[src/rtl/biu_constants_pkg.sv]
// Shared types and constants for the BIU memory-port arbiter.
package biu_constants_pkg;

   typedef enum logic [1:0] {
      BYTE = 2'd0,
      HALF = 2'd1,
      WORD = 2'd2
   } biu_size_t;

   typedef enum logic [1:0] {
      IDLE    = 2'd0,
      BUSY_IF = 2'd1,
      BUSY_DM = 2'd2
   } arb_state_t;

   localparam logic ARB_OWNER_IF = 1'b0;
   localparam logic ARB_OWNER_DM = 1'b1;

   // Wide enough for the largest TIMEOUT value (255)
   localparam int ARB_TMO_W = 8;

endpackage

[src/rtl/biu_arb_timeout.sv]
// Grant watchdog: counts BUSY cycles since the last grant, flags the final allowed cycle.
module biu_arb_timeout
   import biu_constants_pkg::*;
#(
   parameter int TIMEOUT = 255
) (
   input  logic clk,
   input  logic rstn,
   input  logic clr,
   input  logic en,
   output logic expired
);

   localparam logic [ARB_TMO_W-1:0] LIMIT = ARB_TMO_W'(TIMEOUT - 1);

   logic [ARB_TMO_W-1:0] r_cnt;

   always_ff @(posedge clk or negedge rstn) begin
      if (!rstn) begin
         r_cnt <= '0;
      end else if (clr) begin
         r_cnt <= '0;
      end else if (en && (r_cnt != '1)) begin
         r_cnt <= r_cnt + 1'b1;
      end
   end

   // r_cnt holds (BUSY cycle index - 1), so this fires during BUSY cycle number TIMEOUT
   assign expired = en && (TIMEOUT != 0) && (r_cnt == LIMIT);

endmodule

[src/rtl/biu_mem_arbiter.sv]
// Two-master (fetch / data) arbiter onto one memory port, one transaction outstanding.
// Optional feature macro: ARB_ROUND_ROBIN_EN (alternate grants on simultaneous requests).
module biu_mem_arbiter
   import biu_constants_pkg::*;
#(
   parameter int XLEN    = 32,
   parameter int TIMEOUT = 255
) (
   input  logic            clk,
   input  logic            rstn,
   input  logic            if_req,
   input  logic [XLEN-1:0] if_adr,
   output logic            if_ack,
   output logic            if_err,
   output logic [XLEN-1:0] if_q,
   input  logic            dm_req,
   input  logic [XLEN-1:0] dm_adr,
   input  logic [XLEN-1:0] dm_d,
   input  logic            dm_we,
   input  biu_size_t       dm_size,
   output logic            dm_ack,
   output logic            dm_err,
   output logic [XLEN-1:0] dm_q,
   output logic            mem_req,
   output logic [XLEN-1:0] mem_adr,
   output logic [XLEN-1:0] mem_d,
   output logic            mem_we,
   output biu_size_t       mem_size,
   input  logic [XLEN-1:0] mem_q,
   input  logic            mem_ack,
   input  logic            mem_err,
   output logic            arb_owner,
   output logic            arb_busy
);

   arb_state_t      r_state, w_state_nxt;
   logic            r_if_ack, r_if_err, r_dm_ack, r_dm_err;
   logic [XLEN-1:0] r_if_q, r_dm_q;
   logic [XLEN-1:0] r_adr, r_d;
   logic            r_we;
   biu_size_t       r_size;

   logic w_if_elig, w_dm_elig, w_pick_dm;
   logic w_grant_if, w_grant_dm;
   logic w_rsp_ack, w_rsp_err;
   logic w_expired;

   // A requester being answered this cycle cannot be re-granted in the same cycle
   assign w_if_elig = if_req & ~r_if_ack & ~r_if_err;
   assign w_dm_elig = dm_req & ~r_dm_ack & ~r_dm_err;

`ifdef ARB_ROUND_ROBIN_EN
   logic r_last;

   assign w_pick_dm = (r_last == ARB_OWNER_IF);

   always_ff @(posedge clk or negedge rstn) begin
      if (!rstn) begin
         r_last <= ARB_OWNER_IF;
      end else if (w_grant_if) begin
         r_last <= ARB_OWNER_IF;
      end else if (w_grant_dm) begin
         r_last <= ARB_OWNER_DM;
      end
   end
`else
   assign w_pick_dm = 1'b1;
`endif

   biu_arb_timeout #(.TIMEOUT(TIMEOUT)) u_timeout (
      .clk     (clk),
      .rstn    (rstn),
      .clr     (w_grant_if | w_grant_dm),
      .en      (r_state != IDLE),
      .expired (w_expired)
   );

   always_ff @(posedge clk or negedge rstn) begin
      if (!rstn) begin
         r_state <= IDLE;
      end else begin
         r_state <= w_state_nxt;
      end
   end

   // Response priority: err > ack > timeout; mem_ack/mem_err are ignored in IDLE
   always_comb begin
      w_state_nxt = r_state;
      w_grant_if  = 1'b0;
      w_grant_dm  = 1'b0;
      w_rsp_ack   = 1'b0;
      w_rsp_err   = 1'b0;
      case (r_state)
         IDLE: begin
            if (w_dm_elig && (!w_if_elig || w_pick_dm)) begin
               w_grant_dm  = 1'b1;
               w_state_nxt = BUSY_DM;
            end else if (w_if_elig) begin
               w_grant_if  = 1'b1;
               w_state_nxt = BUSY_IF;
            end
         end
         BUSY_IF, BUSY_DM: begin
            if (mem_err) begin
               w_rsp_err = 1'b1;
            end else if (mem_ack) begin
               w_rsp_ack = 1'b1;
            end else if (w_expired) begin
               w_rsp_err = 1'b1;
            end
            if (w_rsp_ack || w_rsp_err) begin
               w_state_nxt = IDLE;
            end
         end
         default: w_state_nxt = IDLE;
      endcase
   end

   always_ff @(posedge clk or negedge rstn) begin
      if (!rstn) begin
         r_if_ack <= 1'b0;
         r_if_err <= 1'b0;
         r_dm_ack <= 1'b0;
         r_dm_err <= 1'b0;
         r_if_q   <= '0;
         r_dm_q   <= '0;
         r_adr    <= '0;
         r_d      <= '0;
         r_we     <= 1'b0;
         r_size   <= BYTE;
      end else begin
         r_if_ack <= w_rsp_ack & (r_state == BUSY_IF);
         r_if_err <= w_rsp_err & (r_state == BUSY_IF);
         r_dm_ack <= w_rsp_ack & (r_state == BUSY_DM);
         r_dm_err <= w_rsp_err & (r_state == BUSY_DM);
         if (w_rsp_ack && (r_state == BUSY_IF)) begin
            r_if_q <= mem_q;
         end
         if (w_rsp_ack && (r_state == BUSY_DM)) begin
            r_dm_q <= mem_q;
         end
         if (w_grant_if) begin
            r_adr  <= if_adr;
            r_d    <= '0;
            r_we   <= 1'b0;
            r_size <= WORD;
         end else if (w_grant_dm) begin
            r_adr  <= dm_adr;
            r_d    <= dm_d;
            r_we   <= dm_we;
            r_size <= dm_size;
         end
      end
   end

   assign if_ack    = r_if_ack;
   assign if_err    = r_if_err;
   assign if_q      = r_if_q;
   assign dm_ack    = r_dm_ack;
   assign dm_err    = r_dm_err;
   assign dm_q      = r_dm_q;
   assign mem_req   = (r_state != IDLE);
   assign mem_adr   = r_adr;
   assign mem_d     = r_d;
   assign mem_we    = r_we;
   assign mem_size  = r_size;
   assign arb_owner = (r_state == BUSY_DM) ? ARB_OWNER_DM : ARB_OWNER_IF;
   assign arb_busy  = (r_state != IDLE);

endmodule

[config.mk]
export PLATFORM = sky130hd
export DESIGN_NAME = biu_mem_arbiter
export DESIGN_NICKNAME = d
export VERILOG_FILES = /design/src/rtl/biu_constants_pkg.sv /design/src/rtl/biu_arb_timeout.sv /design/src/rtl/biu_mem_arbiter.sv
export SDC_FILE = /design/constraint.sdc
export NUM_CORES = 1
export LEC_CHECK = 0
export BUFFER_PORTS_ARGS = -buffer_cell sky130_fd_sc_hd__buf_2
export CORE_ASPECT_RATIO = 1.5
export CORE_MARGIN = 3
export CORE_UTILIZATION = 47
export DETAILED_ROUTE_END_ITERATION = 6
export PLACE_DENSITY = 0.81
export SETUP_SLACK_MARGIN = 0.02
export SKIP_LAST_GASP = 1
export SYNTH_ARGS = -nofsm -noshare
export SYNTH_HDL_FRONTEND = slang
export SYNTH_SLANG_ARGS = --single-unit
[constraint.sdc]
create_clock -name clk -period 1.9 [get_ports clk]
set_input_delay 0.285 -clock clk [delete_from_list [all_inputs] [get_ports clk]]
set_output_delay 0.285 -clock clk [all_outputs]
set_load 0.005 [all_outputs]
==> results of run 1 <==
## what timing repair did
action                                  4_1_cts  5_1_grt
gates resized for setup                       1        6
gates cloned                                  0        2
hold buffers                                  1        0
endpoints found under the hold margin        41        0
buffers inserted                              0        2
pin swaps                                     0        2
endpoints found under the setup margin        4       70
## per-stage QoR
step | worst slack, ps | hold WS, ps
2_1_floorplan | 150 | -10.6
3_3_place_gp | 111 | 223
3_5_place_dp | 18.9 | 230
4_1_cts | 43.7 | 85.5
5_1_grt | 29.1 | 85.2
6_report | 90.6 | 105
## synthesized netlist by cell type (all sizes together) (2+ instances only)
master / n
nand3: 3
and3: 2
o21ai: 3
nor3b: 3
o41ai: 3
nand2: 10
and2: 34
a21oi: 5
inv: 10
a211oi: 3
buf: 19
and4: 2
dfrtp: 145
or4: 2
nand2b: 2
and4b: 2
a221o: 32
nand4bb: 2
nor2: 4
ha: 5
mux2: 64
clkbuf: 8
nor2b: 2
a22o: 34
## final timing paths
path | start | to | slack [ps]
max in group asynchronous | rstn | mem_d[17]$_DFFE_PN0N_ | 860
worst min register to register | if_q[8]$_DFFE_PN0P_ | if_q[8]$_DFFE_PN0P_ | 500
min in group asynchronous | rstn | if_q[26]$_DFFE_PN0P_ | 360
worst min-delay path | dm_size[1] | mem_size[1]$_DFFE_PN0N_ | 100
worst max-delay path | r_state[0]$_DFFE_PN0P_ | if_q[9]$_DFFE_PN0P_ | 90
worst max register to register | r_state[0]$_DFFE_PN0P_ | if_q[9]$_DFFE_PN0P_ | 90
## worst max-delay path: stages (launching register included)
cell and delay, ps:
dfrtp_1 410, inv_1 140, ha_4 230, and3b_1 210, nand2_2 140, clkbuf_16 210, mux2_2 340
## per-layer routing
metal	wire (um)	global-route usage (%)
met5	0	0
met4	584	11.9
met3	988	6.18
met2	9400	42.3
met1	6240	28.0
## sequential cells by signal, indices dropped and copies added, names as in the netlist
| signal | count |
|---|---|
| if_ack | 1 |
| dm_err | 1 |
| mem_adr | 32 |
| dm_q | 32 |
| if_err | 1 |
| mem_we | 1 |
| u_timeout.r_cnt | 8 |
| if_q | 32 |
| r_state | 2 |
| mem_d | 32 |
| dm_ack | 1 |
| mem_size | 2 |
## final cells by class
type,count,area share [%]
Clock buffer,17,5.20
Clock inverter,14,1.93
Inverter,10,0.459
Multi-Input combinational cell,233,25.6
Sequential cell,145,44.4
Tap cell,153,2.34
Timing Repair Buffer,293,20.1
## placed cells by master, fill, tap and decap left out, types with 2 or more instances in the layout
cell type	instances
bufinv_16	2
dfrtp_1	145
buf_2	273
nand2_2	2
nor2b_1	2
nand2_1	8
nor3b_2	2
o21ai_0	2
and2_1	34
ha_1	4
o41ai_1	2
clkinvlp_4	2
clkinv_2	2
buf_4	9
a21oi_1	5
nand3_1	3
and4_1	2
nand4bb_1	2
a22o_1	34
inv_6	3
clkbuf_16	19
and4b_1	2
or4_1	2
inv_1	9
clkinv_4	4
buf_12	7
a211oi_1	3
nand2b_1	2
mux2_2	64
a221o_1	32
nor2_1	3
and3_1	2
## cells by family after synthesis
kind of cell    count (synthesis)
flops                         145
mux                            65
simple gates                   74
fa+ha+maj                       5
buf+inv                        37
compound gates                 89
## power groups by stage
stage | logic [mW] | clock network (mW) | registers [mW]
3_3_place_gp | 4.70 | 0 | 5.21
4_1_cts | 4.97 | 3.33 | 5.27
5_1_grt | 5.47 | 3.50 | 5.44
2_1_floorplan | 2.41 | 0 | 5.30
3_5_place_dp | 4.93 | 0 | 5.31
6_report | 5.00 | 3.28 | 5.28
==> qor.csv, run 1 <==
stage,metric,value,unit
yosys,largest family of logic cells by synthesized area,compound AO/OA/AOI/OAI gates,
final_layout,area grow syn2layout,39.9,%
pwr,switch share,32.8,%
final_layout,Fillers,886,
yosys,Yosys reg bits,145,
floorplanning,core area,0.0121,sq mm
yosys,post-synthesis simple-gate area fraction,8.03,%
run_status,outcome,"complete, no violations",
place,DP Cell Count,829,
yosys,largest cells by area after synthesis,"dfrtp_1 (62%), mux2_2 (12%), a221o_1 (5.5%)",
timing,slew at the pin closest to its max-slew limit,412,ps
place,IO buf count,274,
global_route,global route total overflow,0,
place,Detail Placement HPWL,12500,um
floorplanning,io pins,275,
global_route,first-pass GRT wire length,26800,um
timing,Clock Skew,12.5,ps
floorplanning,die width,97.1,um
detailed_routing,DRC viols,0,
detailed_routing,drt first pass iters,4,
final_layout,multi-input logic area,0.00209,sq mm
pwr,combinational share of power,36.8,%
final_layout,Layout Nets,842,
yosys,synthesized area,0.00585,sq mm
yosys,dominant synthesized flop cell,dfrtp_1,
yosys,Unique masters post-synth,45,
timing,Slew HR,72.5,%
timing,final period utilization,95.2,%
pwr,Reg power frac,39.0,%
timing,Slew Limit Fails,0,
timing,setup_tns,0,ps
floorplanning,die area,0.0138,sq mm
pwr,P_int,9.11,mW
setup_path,Critical Path RT,2190,ps
setup_path,crit start category,flip-flop,
yosys,Mapped Nets,557,
setup_path,Worst Path Max Fanout,16,
timing,Fin. Hold Viols,0,
pwr,total net switching power,4.45,mW
cts,CTS Buf Count,17,
yosys,Synth top area share,62.1,%
yosys,Syn. warnings,0,
timing,fin crit period,1810,ps
timing,RSZ-0062 raised after global routing,no,
cts,CTS tree,done,
pwr,leakage power,4.32,nW
detailed_routing,drt total wl,17200,um
setup_path,Critical Path AT,2100,ps
detailed_routing,Routed Antenna Nets,0,
final_layout,final core utilization,67.7,%
yosys,XOR/XNOR Fraction of Synth Area,0,%
global_route,total track usage,24.3,%
timing,final setup violation count,0,
setup_path,CP Class,reg2reg,
hold_path,Tightest Hold Check Type,in2reg,
final_layout,layout cell share with drive strength beyond 1,55.8,%
pwr,power consumption,13.6,mW
yosys,fraction of synthesized area in multiplexers,12.5,%
yosys,post-synthesis adder-cell area fraction,1.07,%
yosys,Mapped Avg Cell Area,14.1,sq um
place,GP Congestion,0.909,
final_layout,n_diodes,0,
cts,clk sink count,145,
detailed_routing,DR WL/cell,19.9,um
yosys,area fraction in compound gates after synthesis,13.4,%
floorplanning,Starting Density,48.4,%
cts,depth of the CTS H-tree,4,
detailed_routing,Via density,5.55,
pwr,VDD IR-drop max,1020,uV
flow_run,max-cap viol count,0,
setup_path,R2R cell count,6,
cts,clk_lat worst skew,410,ps
global_route,initial antenna violation count,0,
cts,"Clk pin slew, worst setup/hold paths",60,ps
detailed_routing,Iter 0 DRT Violations,177,
yosys,"Async S/R FF share, synth",100,%
place,"Cell Area, Placed",0.00749,sq mm
yosys,synthesized instance count,415,
detailed_routing,Vias,4805,
hold_path,hold path cells,3,
timing,Max Clock Freq,553,MHz
cts,Clock Root Buffer,clkbuf_16,
final_layout,Reg area,0.00363,sq mm
pwr,P per Cell Area,1660,mW/mm^2
pwr,Clock power frac,24.2,%
floorplanning,Die Span Y,143,um
final_layout,Finished Cell Area,0.00818,sq mm
cts,clk buf depth,2,
floorplanning,# rows,49,
global_route,largest net degree at the start of global routing,67,
yosys,"area leader, netlist",dfrtp_1,
yosys,Post-synth EDFFs,0,
global_route,vias in the first global route,5154,
setup_path,Worst setup EP type,flip-flop,
yosys,sequential element share of the synthesized area,62.1,%
final_layout,Final Non-Filler Cells,865,
No activity file was read; power rests on OpenSTA's default activity.
==> run 2, diff against run 1 <==
--- a/config.mk
+++ b/config.mk
@@ -8,10 +8,13 @@
 export BUFFER_PORTS_ARGS = -buffer_cell sky130_fd_sc_hd__buf_2
 export CORE_ASPECT_RATIO = 1.5
 export CORE_MARGIN = 3
-export CORE_UTILIZATION = 47
+export CORE_UTILIZATION = 48
+export CTS_BUF_LIST = sky130_fd_sc_hd__clkbuf_8
 export DETAILED_ROUTE_END_ITERATION = 6
-export PLACE_DENSITY = 0.81
+export GPL_ROUTABILITY_DRIVEN = 0
+export PLACE_DENSITY = 0.82
 export SETUP_SLACK_MARGIN = 0.02
+export SKIP_CTS_REPAIR_TIMING = 1
 export SKIP_LAST_GASP = 1
 export SYNTH_ARGS = -nofsm -noshare
 export SYNTH_HDL_FRONTEND = slang
==> qor.csv, run 2 (synthesis results as in run 1) <==
stage,metric,value,unit
final_layout,"commonest non-fill, non-tap cells in the layout","buf_2 (273), dfrtp_1 (145), mux2_2 (64), and2_1 (34), a22o_1 (34)",
setup_path,Setup crit start,r_state[1]$_DFFE_PN0P_,
cts,depth of the CTS H-tree,4,
cts,Clock Root Buffer,clkbuf_8,
cts,clk sink count,145,
final_layout,area grow syn2layout,36.5,%
timing,slew at the pin closest to its max-slew limit,488,ps
flow_run,max-cap viol count,0,
cts,clk_lat worst skew,440,ps
detailed_routing,Routed Antenna Nets,0,
timing,final period utilization,95.0,%
setup_path,RR Startpoint,r_state[1]$_DFFE_PN0P_,
floorplanning,core area,0.0117,sq mm
detailed_routing,Vias,4737,
timing,fin crit period,1800,ps
detailed_routing,Iter 0 DRT Violations,220,
detailed_routing,DRC viols,0,
cts,CTS Buf Count,17,
floorplanning,die width,96.1,um
place,IO buf count,274,
detailed_routing,DR WL/cell,19.4,um
timing,Slew Limit Fails,0,
setup_path,Critical Path RT,1620,ps
timing,Fin. Hold Viols,0,
timing,Max Clock Freq,554,MHz
cts,"Clk pin slew, worst setup/hold paths",90,ps
pwr,power consumption,12.8,mW
place,Detail Placement HPWL,12500,um
final_layout,n_diodes,0,
pwr,VDD IR-drop max,1100,uV
global_route,global route total overflow,0,
final_layout,Final Non-Filler Cells,866,
setup_path,Worst Path Max Fanout,7,
place,DP Cell Count,829,
timing,RSZ-0062 raised after global routing,no,
setup_path,Critical Path AT,1520,ps
timing,final setup violation count,0,
timing,Clock Skew,10.9,ps
floorplanning,io pins,275,
final_layout,layout cell share with drive strength beyond 1,55.6,%
hold_path,Tightest Hold Check Type,in2reg,
final_layout,Fillers,880,
cts,CTS tree,done,
detailed_routing,drt first pass iters,4,
timing,Slew HR,67.0,%
setup_path,crit start category,flip-flop,
global_route,vias in the first global route,5090,
detailed_routing,Via density,5.47,
pwr,P per Cell Area,1600,mW/mm^2
global_route,largest net degree at the start of global routing,55,
global_route,initial antenna violation count,0,
floorplanning,die area,0.0136,sq mm
floorplanning,# rows,48,
final_layout,Reg area,0.00363,sq mm
hold_path,Worst Hold Launch,dm_d[18],
setup_path,Worst setup EP type,output port,
global_route,first-pass GRT wire length,25900,um
run_status,outcome,"complete, no violations",
setup_path,CP Class,reg2out,
final_layout,"most common cell after layout, fill and taps aside",buf_2,
cts,clk buf depth,2,
detailed_routing,drt total wl,16800,um
floorplanning,Die Span Y,141,um
global_route,total track usage,25.0,%
final_layout,multi-input logic area,0.00207,sq mm
pwr,leakage power,4.24,nW
final_layout,Layout Nets,845,
floorplanning,Starting Density,49.9,%
run 2: per-layer routing:
| metal | vias up | track usage [%] | share of wire, % |
|---|---|---|---|
| met5 | - | 0 | 0 |
| met4 | 0 | 9.22 | 2.4 |
| met3 | 34 | 8.70 | 8.7 |
| met2 | 238 | 42.9 | 53 |
| met1 | 2344 | 28.2 | 36 |
| li1 | 2121 | - | - |
run 2: power by group:
part           switching, mW  total, mW  internal (mW)
clock network           1.23       2.45           1.22
logic                   2.30       5.08           2.77
registers              0.801       5.26           4.46
total                   4.34       12.8           8.46
run 2: final timing paths:
kind	to	slack (ps)	depth (start not counted)
worst max register to register	mem_adr[16]$_DFFE_PN0N_	120	8
worst min-delay path	mem_d[18]$_DFFE_PN0N_	70	2
worst min register to register	mem_d[25]$_DFFE_PN0N_	500	1
worst max-delay path	mem_req	100	6
max in group asynchronous	dm_q[22]$_DFFE_PN0P_	860	3
min in group asynchronous	dm_q[2]$_DFFE_PN0P_	390	2
run 2: layout make-up:
cell class | count | area share, %
well taps | 150 | 2.35
repair buffers | 296 | 20.7
clock buffers | 18 | 3.11
multi-input cells | 233 | 26.0
inverters | 10 | 0.471
flip-flops and latches | 145 | 45.5
clock inverters | 14 | 1.91
run 2: metrics by stage:
step	cell area [sq um]	utilization (%)	TNS (ps)	hold WS, ps	setup slack, ps
after floorplan	5850	-	0	-10.6	150
after global placement	7520	64.2	0	268	148
after detailed placement	7520	64.2	0	278	81.3
after CTS	7920	67.6	-183	-211	-92.0
after global routing	7980	68.1	0	48.8	32.1
final	7980	68.1	0	69.8	95.4
run 2: critical path: stages (launching register included):
cell	delay, ps
dfrtp_1	400
inv_2	110
ha_4	160
buf_6	110
inv_1	40
buf_4	150
buf_2	120
==> run 3, diff against run 2 <==
--- a/config.mk
+++ b/config.mk
@@ -18,4 +18,5 @@
 export SKIP_LAST_GASP = 1
 export SYNTH_ARGS = -nofsm -noshare
 export SYNTH_HDL_FRONTEND = slang
+export SYNTH_HIERARCHICAL = 1
 export SYNTH_SLANG_ARGS = --single-unit
==> qor.csv, run 3 <==
stage,metric,value,unit
floorplanning,io pins,275,
yosys,largest family of logic cells by synthesized area,multiplexers,
final_layout,Layout Nets,836,
yosys,"area leader, netlist",dfrtp_1,
yosys,area fraction in compound gates after synthesis,12.8,%
cts,"Clk pin slew, worst setup/hold paths",90,ps
setup_path,R2R cell count,7,
yosys,dominant synthesized flop cell,dfrtp_1,
cts,CTS tree,done,
timing,slew at the pin closest to its max-slew limit,429,ps
global_route,met2 usage,39.9,%
timing,final period utilization,96.7,%
setup_path,CP Class,reg2reg,
yosys,fraction of synthesized area in multiplexers,13.1,%
detailed_routing,DR WL/cell,19.0,um
global_route,busiest grt layer,met2,
cts,CTS Buf Count,17,
yosys,sequential element share of the synthesized area,62.2,%
yosys,Mapped Nets,549,
cts,clk sink count,145,
yosys,Mapped Avg Cell Area,14.3,sq um
timing,Slew Limit Fails,0,
setup_path,Worst Path Max Fanout,4,
yosys,synthesized instance count,407,
yosys,post-synthesis adder-cell area fraction,1.07,%
global_route,vias in the first global route,4851,
yosys,Syn. warnings,6,
detailed_routing,Iter 0 DRT Violations,151,
detailed_routing,Vias,4633,
yosys,Post-synth top cells,"dfrtp_1 (145), mux2_2 (64), a22o_1 (35)",
timing,Clock Skew,17.2,ps
timing,fin crit period,1840,ps
place,Detail Placement HPWL,12100,um
global_route,total track usage,23.4,%
yosys,"Async S/R FF share, synth",100,%
cts,clk buf depth,2,
yosys,post-synthesis simple-gate area fraction,7.36,%
floorplanning,die width,96,um
timing,Final Hold Slack,81.0,ps
hold_path,Tightest Hold Check Type,in2reg,
final_layout,layout cell share with drive strength beyond 1,56.9,%
global_route,M3 GR Usage,10.5,%
final_layout,Fillers,861,
timing,RSZ-0062 raised after global routing,yes,
global_route,first-pass GRT wire length,24200,um
hold_path,hold path cells,2,
setup_path,Worst setup EP type,flip-flop,
global_route,global route total overflow,0,
detailed_routing,drt first pass iters,4,
pwr,VDD IR-drop max,924,uV
pwr,P per Cell Area,1590,mW/mm^2
timing,final setup violation count,0,
global_route,met1 GRT Util,24.7,%
pwr,leakage power,4.23,nW
setup_path,crit start category,flip-flop,
floorplanning,Starting Density,49.8,%
yosys,largest cells by area after synthesis,"dfrtp_1 (62%), mux2_2 (12%), a22o_1 (5.3%)",
yosys,Synth top area share,62.2,%
final_layout,area grow syn2layout,35.8,%
cts,clk_lat worst skew,430,ps
global_route,initial antenna violation count,1,
timing,Fin. Hold Viols,0,
global_route,largest net degree at the start of global routing,67,
setup_path,Critical Path AT,2140,ps
cts,Clock Root Buffer,clkbuf_8,
setup_path,Critical Path RT,2200,ps
floorplanning,die area,0.0135,sq mm
yosys,Yosys reg bits,145,
yosys,top-count cell post-synth,dfrtp_1,
run_status,outcome,"complete, no violations",
yosys,Unique masters post-synth,37,
final_layout,n_diodes,0,
detailed_routing,Via density,5.41,
yosys,Post-synth EDFFs,0,
final_layout,"commonest non-fill, non-tap cells in the layout","buf_2 (273), dfrtp_1 (145), mux2_2 (64), a22o_1 (35), and2_1 (32)",
detailed_routing,drt total wl,16300,um
yosys,XOR/XNOR Fraction of Synth Area,0,%
floorplanning,Die Span Y,141,um
timing,Max Clock Freq,544,MHz
floorplanning,# rows,48,
final_layout,"most common cell after layout, fill and taps aside",buf_2,
detailed_routing,Routed Antenna Nets,0,
detailed_routing,DRC viols,0,
place,IO buf count,274,
floorplanning,core area,0.0117,sq mm
final_layout,final core utilization,67.6,%
flow_run,max-cap viol count,0,
cts,depth of the CTS H-tree,4,
yosys,synthesized area,0.00583,sq mm
timing,Slew HR,71.4,%
## run 3: cell count changes after synthesis, sizes merged, moves of 3 or more
cell	delta
nor2b	+4
nand2	-5
mux2	+4
o41ai	-3
nor2	+3
buf	-4
clkbuf	+3
## run 3: logic make-up after synthesis
family,after synthesis
AO/OA/AOI/OAI,82
adder cells (fa/ha/maj),5
buffers and inverters,38
flip-flops,145
multiplexers,68
AND/OR/NAND/NOR,69
## run 3: area by class of cell
type                       instances  area, sq um  area share, %
multi-input combinational        225         2060           26.0
clock inverter                    13          151           1.91
sequential                       145         3630           45.8
clock buffer                      18          248           3.13
inverter                          12         45.0          0.569
timing repair buffer             293         1600           20.2
tap                              150          188           2.37
## run 3: routing by layer
| layer | routed length, um | up-vias |
|---|---|---|
| li1 | - | 2084 |
| met1 | 5930 | 2281 |
| met2 | 7970 | 229 |
| met3 | 1920 | 37 |
| met4 | 457 | 2 |
| met5 | 7 | - |
## run 3: worst paths after layout
| check | from | to | slack [ps] |
|---|---|---|---|
| worst max-delay path | r_state[0]$_DFFE_PN0P_ | r_state[1]$_DFFE_PN0P_ | 60 |
| worst min-delay path | dm_d[6] | mem_d[6]$_DFFE_PN0P_ | 80 |
| worst max register to register | r_state[0]$_DFFE_PN0P_ | r_state[1]$_DFFE_PN0P_ | 60 |
| worst min register to register | mem_d[16]$_DFFE_PN0P_ | mem_d[16]$_DFFE_PN0P_ | 500 |
| max in group asynchronous | rstn | mem_d[26]$_DFFE_PN0P_ | 890 |
| min in group asynchronous | rstn | if_q[30]$_DFFE_PN0P_ | 340 |
## run 3: power by group
part / switching (mW) / internal [mW] / total, mW
clock: 1.19 / 1.22 / 2.41
combinational: 2.30 / 2.67 / 4.97
sequential: 0.724 / 4.45 / 5.18
## run 3: critical path, stage by stage (launching register included)
cell and delay [ps]:
dfrtp_1 400, inv_2 80, ha_4 140, inv_2 40
and3_1 160, and3_1 140, or4b_4 540, a22o_1 220
## run 3: metrics by stage
stage	setup slack, ps	TNS [ps]	power, mW	cell area, sq um	std cells
2_1_floorplan	-12.1	-12.1	7.71	5840	407
3_3_place_gp	66.1	0	9.88	7460	821
3_5_place_dp	4.80	0	10.1	7460	821
4_1_cts	-12.9	-12.9	12.6	7860	852
5_1_grt	-8.94	-8.94	13.4	7920	856
6_report	62.6	0	12.6	7920	856
